`config.mk`:
```
export PLATFORM = sky130hd
export DESIGN_NAME = seq_fdiv
export DESIGN_NICKNAME = d
export VERILOG_FILES = /design/src/rtl/fdiv_pkg.sv /design/src/rtl/fdiv_round.sv /design/src/rtl/fp_pack.sv /design/src/rtl/fp_unpack.sv /design/src/rtl/seq_fdiv.sv
export SDC_FILE = /design/constraint.sdc
export NUM_CORES = 1
export LEC_CHECK = 0
export BUFFER_PORTS_ARGS = -buffer_cell sky130_fd_sc_hd__clkbuf_2
export CAP_MARGIN = 40
export CORE_MARGIN = 2
export CORE_UTILIZATION = 55
export CTS_BUF_LIST = sky130_fd_sc_hd__clkbuf_8
export DETAILED_ROUTE_END_ITERATION = 8
export HOLD_SLACK_MARGIN = 0.06
export PLACE_DENSITY = 0.78
export RECOVER_POWER = 100
export SYNTH_ARGS = -nofsm -noshare
export SYNTH_HDL_FRONTEND = slang
export SYNTH_SLANG_ARGS = --single-unit
```
`constraint.sdc`:
```
create_clock -name clk -period 4.7 [get_ports clk]
set_clock_uncertainty 0.15 [all_clocks]
set_input_delay 0.94 -clock clk [delete_from_list [all_inputs] [get_ports clk]]
set_output_delay 0.94 -clock clk [all_outputs]
set_load 0.005 [all_outputs]
```
`src/rtl/fdiv_pkg.sv`:
```
// ---------------------------------------------------------------------------
// fdiv_pkg : shared constants, state encoding and helpers for seq_fdiv
// Revision : 1.0
// ---------------------------------------------------------------------------
`default_nettype none

package fdiv_pkg;

  localparam int DEF_EXP = 5;
  localparam int DEF_FRA = 10;

  function automatic int bias_of(input int exp_w);
    return 2 ** (exp_w - 1) - 1;
  endfunction

  function automatic int exp_max_of(input int exp_w);
    return 2 ** exp_w - 1;
  endfunction

  function automatic int iter_of(input int fra_w);
    return fra_w + 4;
  endfunction

  // Quiet NaN fraction: leading one followed by zeros
  function automatic int qnan_frac_of(input int fra_w);
    return 1 << (fra_w - 1);
  endfunction

  localparam int BIAS    = bias_of(DEF_EXP);
  localparam int EXP_MAX = exp_max_of(DEF_EXP);
  localparam int ITER    = iter_of(DEF_FRA);

  // Flag bit positions, shared with the multiplier
  localparam int FLAG_ZERO = 0;
  localparam int FLAG_INF  = 1;
  localparam int FLAG_NAN  = 2;

  typedef enum logic [2:0] {
    ST_IDLE = 3'd0,
    ST_SPEC = 3'd1,
    ST_DIV  = 3'd2,
    ST_NORM = 3'd3,
    ST_DONE = 3'd4
  } state_e;

endpackage

`default_nettype wire

```
`src/rtl/fdiv_round.sv`:
```
// ---------------------------------------------------------------------------
// fdiv_round : normalizes the raw quotient, rounds to nearest-even and
//              resolves exponent overflow/underflow into the packed result
// Revision   : 1.0
// ---------------------------------------------------------------------------
`default_nettype none

module fdiv_round
  import fdiv_pkg::*;
#(
  parameter int EXP = 5,
  parameter int FRA = 10
) (
  input  logic             sign,
  input  logic [FRA+3:0]   quo,
  input  logic [FRA+1:0]   rem,
  input  logic [EXP+1:0]   e_base,
  output logic [EXP+FRA:0] y,
  output logic [2:0]       flag
);

  localparam int QW   = FRA + 4;
  localparam int EW   = EXP + 2;
  localparam int EMAX = exp_max_of(EXP);

  logic [FRA-1:0] frac_raw;
  logic           guard;
  logic           sticky;
  logic           inc;
  logic [FRA:0]   frac_sum;
  logic [EW-1:0]  e_val;
  logic [EXP-1:0] expo_out;
  logic [FRA-1:0] frac_out;

  always_comb begin
    if (quo[QW-1]) begin
      frac_raw = quo[QW-2:3];
      guard    = quo[2];
      sticky   = (|quo[1:0]) | (|rem);
      e_val    = e_base;
    end else begin
      frac_raw = quo[QW-3:2];
      guard    = quo[1];
      sticky   = quo[0] | (|rem);
      e_val    = e_base - EW'(1);
    end

    inc      = guard & (sticky | frac_raw[0]);
    // Hidden bit is always one, so a carry out of the fraction is a renormalize
    frac_sum = {1'b0, frac_raw} + (FRA+1)'(inc);
    e_val    = e_val + EW'(frac_sum[FRA]);

    flag     = '0;
    expo_out = e_val[EXP-1:0];
    frac_out = frac_sum[FRA-1:0];
    if (!e_val[EW-1] && (e_val >= EW'(EMAX))) begin
      expo_out       = '1;
      frac_out       = '0;
      flag[FLAG_INF] = 1'b1;
    end else if (e_val[EW-1] || (e_val == '0)) begin
      expo_out        = '0;
      frac_out        = '0;
      flag[FLAG_ZERO] = 1'b1;
    end
  end

  fp_pack #(.EXP(EXP), .FRA(FRA)) u_pack (
    .sign (sign),
    .expo (expo_out),
    .frac (frac_out),
    .y    (y)
  );

endmodule

`default_nettype wire

```
`src/rtl/fp_pack.sv`:
```
// ---------------------------------------------------------------------------
// fp_pack : assembles a packed {sign, expo, frac} word
// Revision : 1.0
// ---------------------------------------------------------------------------
`default_nettype none

module fp_pack #(
  parameter int EXP = 5,
  parameter int FRA = 10
) (
  input  logic             sign,
  input  logic [EXP-1:0]   expo,
  input  logic [FRA-1:0]   frac,
  output logic [EXP+FRA:0] y
);

  assign y = {sign, expo, frac};

endmodule

`default_nettype wire

```
`src/rtl/fp_unpack.sv`:
```
// ---------------------------------------------------------------------------
// fp_unpack : splits a packed {sign, expo, frac} word and classifies it
// Revision  : 1.0
// ---------------------------------------------------------------------------
`default_nettype none

module fp_unpack #(
  parameter int EXP = 5,
  parameter int FRA = 10
) (
  input  logic [EXP+FRA:0] x,
  output logic             sign,
  output logic [EXP-1:0]   expo,
  output logic [FRA-1:0]   frac,
  output logic             is_zero,
  output logic             is_inf,
  output logic             is_nan
);

  assign sign    = x[EXP+FRA];
  assign expo    = x[EXP+FRA-1:FRA];
  assign frac    = x[FRA-1:0];
  // Subnormals (expo == 0) are treated as zero
  assign is_zero = (expo == '0);
  assign is_inf  = (&expo) && (frac == '0);
  assign is_nan  = (&expo) && (frac != '0);

endmodule

`default_nettype wire

```
`src/rtl/seq_fdiv.sv`:
```
// ---------------------------------------------------------------------------
// seq_fdiv : sequential floating-point divider Y = A / B, radix-2 restoring
//            mantissa loop with valid/ready handshakes on both sides
// Revision : 1.0
// ---------------------------------------------------------------------------
`default_nettype none

module seq_fdiv
  import fdiv_pkg::*;
#(
  parameter int EXP = DEF_EXP,
  parameter int FRA = DEF_FRA
) (
  input  logic             clk,
  input  logic             aresetn,
  input  logic             in_valid,
  output logic             in_ready,
  input  logic [EXP+FRA:0] A,
  input  logic [EXP+FRA:0] B,
  output logic             out_valid,
  input  logic             out_ready,
  output logic [EXP+FRA:0] Y,
  output logic [2:0]       flag
);

  localparam int W     = EXP + FRA + 1;
  localparam int SW    = FRA + 1;
  localparam int RW    = FRA + 2;
  localparam int QW    = FRA + 4;
  localparam int EW    = EXP + 2;
  localparam int CW    = $clog2(QW);
  localparam int LBIAS = bias_of(EXP);
  localparam int LITER = iter_of(FRA);
  localparam logic [FRA-1:0] QNAN_FRAC = FRA'(qnan_frac_of(FRA));

  logic           a_sign, b_sign;
  logic [EXP-1:0] a_expo, b_expo;
  logic [FRA-1:0] a_frac, b_frac;
  logic           a_zero, a_inf, a_nan;
  logic           b_zero, b_inf, b_nan;

  fp_unpack #(.EXP(EXP), .FRA(FRA)) u_unpack_a (
    .x (A), .sign (a_sign), .expo (a_expo), .frac (a_frac),
    .is_zero (a_zero), .is_inf (a_inf), .is_nan (a_nan)
  );

  fp_unpack #(.EXP(EXP), .FRA(FRA)) u_unpack_b (
    .x (B), .sign (b_sign), .expo (b_expo), .frac (b_frac),
    .is_zero (b_zero), .is_inf (b_inf), .is_nan (b_nan)
  );

  state_e         state_q, state_d;
  logic           sign_q, sign_d;
  logic [EXP-1:0] ea_q, ea_d, eb_q, eb_d;
  logic [SW-1:0]  mb_q, mb_d;
  logic [RW-1:0]  rem_q, rem_d;
  logic [QW-1:0]  quo_q, quo_d;
  logic [CW-1:0]  cnt_q, cnt_d;
  logic [2:0]     spec_q, spec_d;
  logic           in_ready_q, in_ready_d;
  logic           out_valid_q, out_valid_d;
  logic [W-1:0]   y_q, y_d;
  logic [2:0]     flag_q, flag_d;

  logic [2:0]     spec_dec;
  logic [EW-1:0]  e_base;
  logic [W-1:0]   rnd_y, spec_y;
  logic [2:0]     rnd_flag;
  logic           sp_sign;
  logic [EXP-1:0] sp_expo;
  logic [FRA-1:0] sp_frac;
  logic           q_bit;
  logic [RW-1:0]  rem_sub;

  // Special-case decode in priority order NaN > infinity > zero
  always_comb begin
    spec_dec = '0;
    if (a_nan || b_nan || (a_zero && b_zero) || (a_inf && b_inf))
      spec_dec[FLAG_NAN] = 1'b1;
    else if (a_inf || b_zero)
      spec_dec[FLAG_INF] = 1'b1;
    else if (a_zero || b_inf)
      spec_dec[FLAG_ZERO] = 1'b1;
  end

  assign sp_sign = spec_q[FLAG_NAN] ? 1'b0 : sign_q;
  assign sp_expo = spec_q[FLAG_ZERO] ? '0 : '1;
  assign sp_frac = spec_q[FLAG_NAN] ? QNAN_FRAC : '0;

  fp_pack #(.EXP(EXP), .FRA(FRA)) u_pack_spec (
    .sign (sp_sign), .expo (sp_expo), .frac (sp_frac), .y (spec_y)
  );

  assign e_base = EW'(ea_q) + EW'(LBIAS) - EW'(eb_q);

  fdiv_round #(.EXP(EXP), .FRA(FRA)) u_round (
    .sign   (sign_q),
    .quo    (quo_q),
    .rem    (rem_q),
    .e_base (e_base),
    .y      (rnd_y),
    .flag   (rnd_flag)
  );

  assign q_bit   = (rem_q >= {1'b0, mb_q});
  assign rem_sub = q_bit ? (rem_q - {1'b0, mb_q}) : rem_q;

  always_comb begin
    state_d = state_q;
    sign_d  = sign_q;
    ea_d    = ea_q;
    eb_d    = eb_q;
    mb_d    = mb_q;
    rem_d   = rem_q;
    quo_d   = quo_q;
    cnt_d   = cnt_q;
    spec_d  = spec_q;
    y_d     = y_q;
    flag_d  = flag_q;

    case (state_q)
      ST_IDLE: begin
        if (in_valid && in_ready_q) begin
          sign_d  = a_sign ^ b_sign;
          ea_d    = a_expo;
          eb_d    = b_expo;
          mb_d    = {1'b1, b_frac};
          rem_d   = {2'b01, a_frac};
          quo_d   = '0;
          cnt_d   = '0;
          spec_d  = spec_dec;
          state_d = (|spec_dec) ? ST_SPEC : ST_DIV;
        end
      end
      ST_SPEC: begin
        // Result is registered on the first cycle, presented on the next
        if (cnt_q == '0) begin
          y_d    = spec_y;
          flag_d = spec_q;
          cnt_d  = CW'(1);
        end else begin
          state_d = ST_DONE;
        end
      end
      ST_DIV: begin
        quo_d = {quo_q[QW-2:0], q_bit};
        rem_d = rem_sub << 1;
        cnt_d = cnt_q + CW'(1);
        if (cnt_q == CW'(LITER - 1))
          state_d = ST_NORM;
      end
      ST_NORM: begin
        y_d     = rnd_y;
        flag_d  = rnd_flag;
        state_d = ST_DONE;
      end
      ST_DONE: begin
        if (out_ready)
          state_d = ST_IDLE;
      end
      default: state_d = ST_IDLE;
    endcase

    in_ready_d  = (state_d == ST_IDLE);
    out_valid_d = (state_d == ST_DONE);
  end

  always_ff @(posedge clk or posedge aresetn) begin
    if (aresetn) begin
      state_q     <= ST_IDLE;
      sign_q      <= 1'b0;
      ea_q        <= '0;
      eb_q        <= '0;
      mb_q        <= '0;
      rem_q       <= '0;
      quo_q       <= '0;
      cnt_q       <= '0;
      spec_q      <= '0;
      in_ready_q  <= 1'b0;
      out_valid_q <= 1'b0;
      y_q         <= '0;
      flag_q      <= '0;
    end else begin
      state_q     <= state_d;
      sign_q      <= sign_d;
      ea_q        <= ea_d;
      eb_q        <= eb_d;
      mb_q        <= mb_d;
      rem_q       <= rem_d;
      quo_q       <= quo_d;
      cnt_q       <= cnt_d;
      spec_q      <= spec_d;
      in_ready_q  <= in_ready_d;
      out_valid_q <= out_valid_d;
      y_q         <= y_d;
      flag_q      <= flag_d;
    end
  end

  assign in_ready  = in_ready_q;
  assign out_valid = out_valid_q;
  assign Y         = y_q;
  assign flag      = flag_q;

endmodule

`default_nettype wire

```
==> impl_metrics.yaml <==
yosys:
  synth_compound_gate_area_share_pct: 21.3
  syn_area_um2: 4940
  yosys.area.top_type_share_pct: 40.0
  yosys.area_share.adder_pct: 7.65
  synth-xor-area-share_pct: 4.18
  ys_types: 66
  ys_seq_area_share_pct: 40.0
  yosys-top-cells-area: "dfrtp_1, ha_1, nand2_1"
  ys_ff_latch: 79
  synth_most_common_cell: "nand2_1"
  yosys_warnings: 0
  synth_top_family_by_area: "compound AO/OA/AOI/OAI gates"
  yosysTopAreaCell: "dfrtp_1"
  synthMuxAreaShare_pct: 1.90
  synthArstFlopShare_pct: 100
  synth_nets: 619
  syn_area_per_cell_um2: 8.92
  synth_common_cells: "nand2_1, dfrtp_1, o21ai_0"
  synth-edff-count: 0
  syn-instance-count: 554
  synthFlopType: "dfrtp_1"
  yosys.area_share.simple_pct: 21.2
route:
  drt_iter0_drc: 229
  viasPerCell: 5.97
  postRouteAntennaNets: 0
  drt_pass1_iterations: 4
  highest_layer: "met4"
  via_count: 4295
  wl_per_cell_um: 15.8
  met3_length_um: 625
  drc: 0
  wirelength_um: 11400
  met2_length_um: 5470
  wirelength_met1_um: 5140
sta:
  rsz0062_at_grt: "false"
  drv_slew: 0
  tns_ps: 0
  tightestPinTransition_ps: 1190
  fin_crit_ps: 4170
  slew-limit-headroom_pct: 20.4
  finalSetupViolCount: 0
  hold_viol: 0
  fin_crit_sh_pct: 88.7
  fmaxAchievable_mhz: 240
die:
  core_region_area_um2: 8720
  initial_utilization_pct: 56.7
  die_h_um: 98.8
  chipWidth_um: 98.8
  pin_count: 57
  die_area_um2: 9760
  core.rowCount: 34
global_routing:
  overflow: 0
  grt_pass1_vias: 4117
  grt_pass1_wl_um: 19300
  track_usage_pct: 24.2
  antenna_found_initial: 0
  grt_max_degree: 50
clocking:
  cts_sinks: 79
  clk_pin_slew_ps: 90
  insertion_delay_ps: 350
  clock_path_buffers: 2
  cts-root-buf: "clkbuf_8"
  numCtsBuffers: 9
  htreeDepth: 3
  cts_resized: 0
  post-cts-setup-buffers: 0
  cts_tree: "done"
  cts_hold_buf: 0
setup_path:
  worstPathRequired_ps: 4810
  r2r_start: "quo_q[13]"
  startpoint: "quo_q[13]"
  endpoint_kind: "flip-flop"
  crit_family: "compound AO/OA/AOI/OAI gates"
  start_kind: "flip-flop"
  critPathArrivalTime_ps: 4280
  path_max_fanout: 22
  crit_type: "flip-flop to flip-flop"
  path_cells: "buf_4 > mux2_2 > ha_1 > nand3_1 > nor2_1 > nand2_1 > nor2_1 > nand2_1 > nor2_1 > ha_1 > and4_1 > a31oi_1 > or3_1 > o311ai_2 > xnor2_1 > a31oi_4 > a22o_1 > a22oi_1"
  cp_slowest_cell: "xnor2_1"
  max_stage_delay_ps: 440
  crit_buf_inv: 1
  crit_top_cell: "nor2_1"
finish:
  area_growth_syn_to_layout_pct: 11.7
  post-route-util_pct: 63.3
  layout-drive-gt1-share_pct: 14.2
  diodes: 0
  stdcell_count: 719
  nNetsFinal: 671
power:
  vdd_drop_max_mv: 0.439
  power_leakage_nw: 2.58
  power.density_nw_per_um2: 829
  power.total_mw: 4.58
placement:
  numPortBuffers: 56
  place_congestion: 0.915
  place_inst: 703
  dp_hpwl_um: 8570
job:
  maxCapViolCount: 0
outcome:
  status: "finished, final reports clean"
min_path:
  min_from: "mb_q[10]"
  hold_class: "flip-flop to flip-flop"
==> worst reg2reg max path: stages, from the launching register on <==
cell and delay (ps):
dfrtp_1 430, buf_4 270, mux2_2 360, ha_1 230, nand3_1 140, nor2_1 90
nand2_1 70, nor2_1 70, nand2_1 110, nor2_1 70, ha_1 220, and4_1 200
a31oi_1 370, or3_1 190, o311ai_2 110, xnor2_1 440, a31oi_4 80, a22o_1 280
a22oi_1 190
==> cells by family after synthesis <==
group / after synthesis
muxes: 9
adders and majority gates: 29
xor gates and xnor gates: 21
and+or+nand+nor: 210
buffers and inverters: 49
AOI/OAI and AO/OA: 157
DFF: 79
==> report_power, final <==
group / switching (mW) / internal, mW / total, mW
Clock: 0.270 / 0.301 / 0.571
Combinational: 1.65 / 1.16 / 2.81
Sequential: 0.240 / 0.955 / 1.19
==> per-layer routing <==
metal  up-vias  GRT usage [%]
li1       2091              -
met1      2070           33.1
met2       121           41.2
met3        13           2.98
met4         0           6.11
met5         -              0
==> area by class of cell <==
cell class	instances	area (um^2)
flip-flops and latches	79	1980
clock buffers	9	124
fillers	744	3200
multi-input cells	426	2770
clock inverters	7	96.3
repair buffers	62	315
well taps	108	135
inverters	28	105
==> through the flow <==
stage | worst slack [ps] | instance area [um^2] | hold WS (ps)
after floorplan | 168 | 4940 | 268
after global placement | 763 | 5300 | 287
after detailed placement | 584 | 5340 | 286
after CTS | 544 | 5560 | 304
after global routing | 215 | 5520 | 358
final | 530 | 5520 | 303
==> cells in the final DEF (no fill, tap or decap), drive strengths merged, types with 4 or more instances in the layout <==
master  instances
a21o            7
and2            5
clkbuf         68
o31ai           5
a22o           18
xor2            7
a21oi          33
xnor2          14
nor2           36
mux2i           6
and3            8
o21ai          50
nor2b           7
nor4            9
nand2          90
inv            31
a31oi           8
ha             27
or4             5
nand2b          6
nor3           13
o21a            5
nand3          14
dfrtp          79
nand4           4
a211oi          7
o211ai          5
==> final timing paths <==
path,to,slack [ps],depth (start not counted)
max,Y[14],530,18
min,mb_q[10],300,2
max reg2reg,Y[14],530,18
min reg2reg,mb_q[10],300,2
max in group asynchronous,rem_q[4],1890,3
min in group asynchronous,ea_q[3],720,2
==> flip-flops by register name (all words and copies together), names as in the netlist <==
name and flops:
sign_q 1, state_q 3, ea_q 5, mb_q 11, spec_q 3, flag 3, Y 16, rem_q 12
quo_q 14, cnt_q 4, out_valid 1, eb_q 5, in_ready 1
No activity file was read; power rests on OpenSTA's default activity.
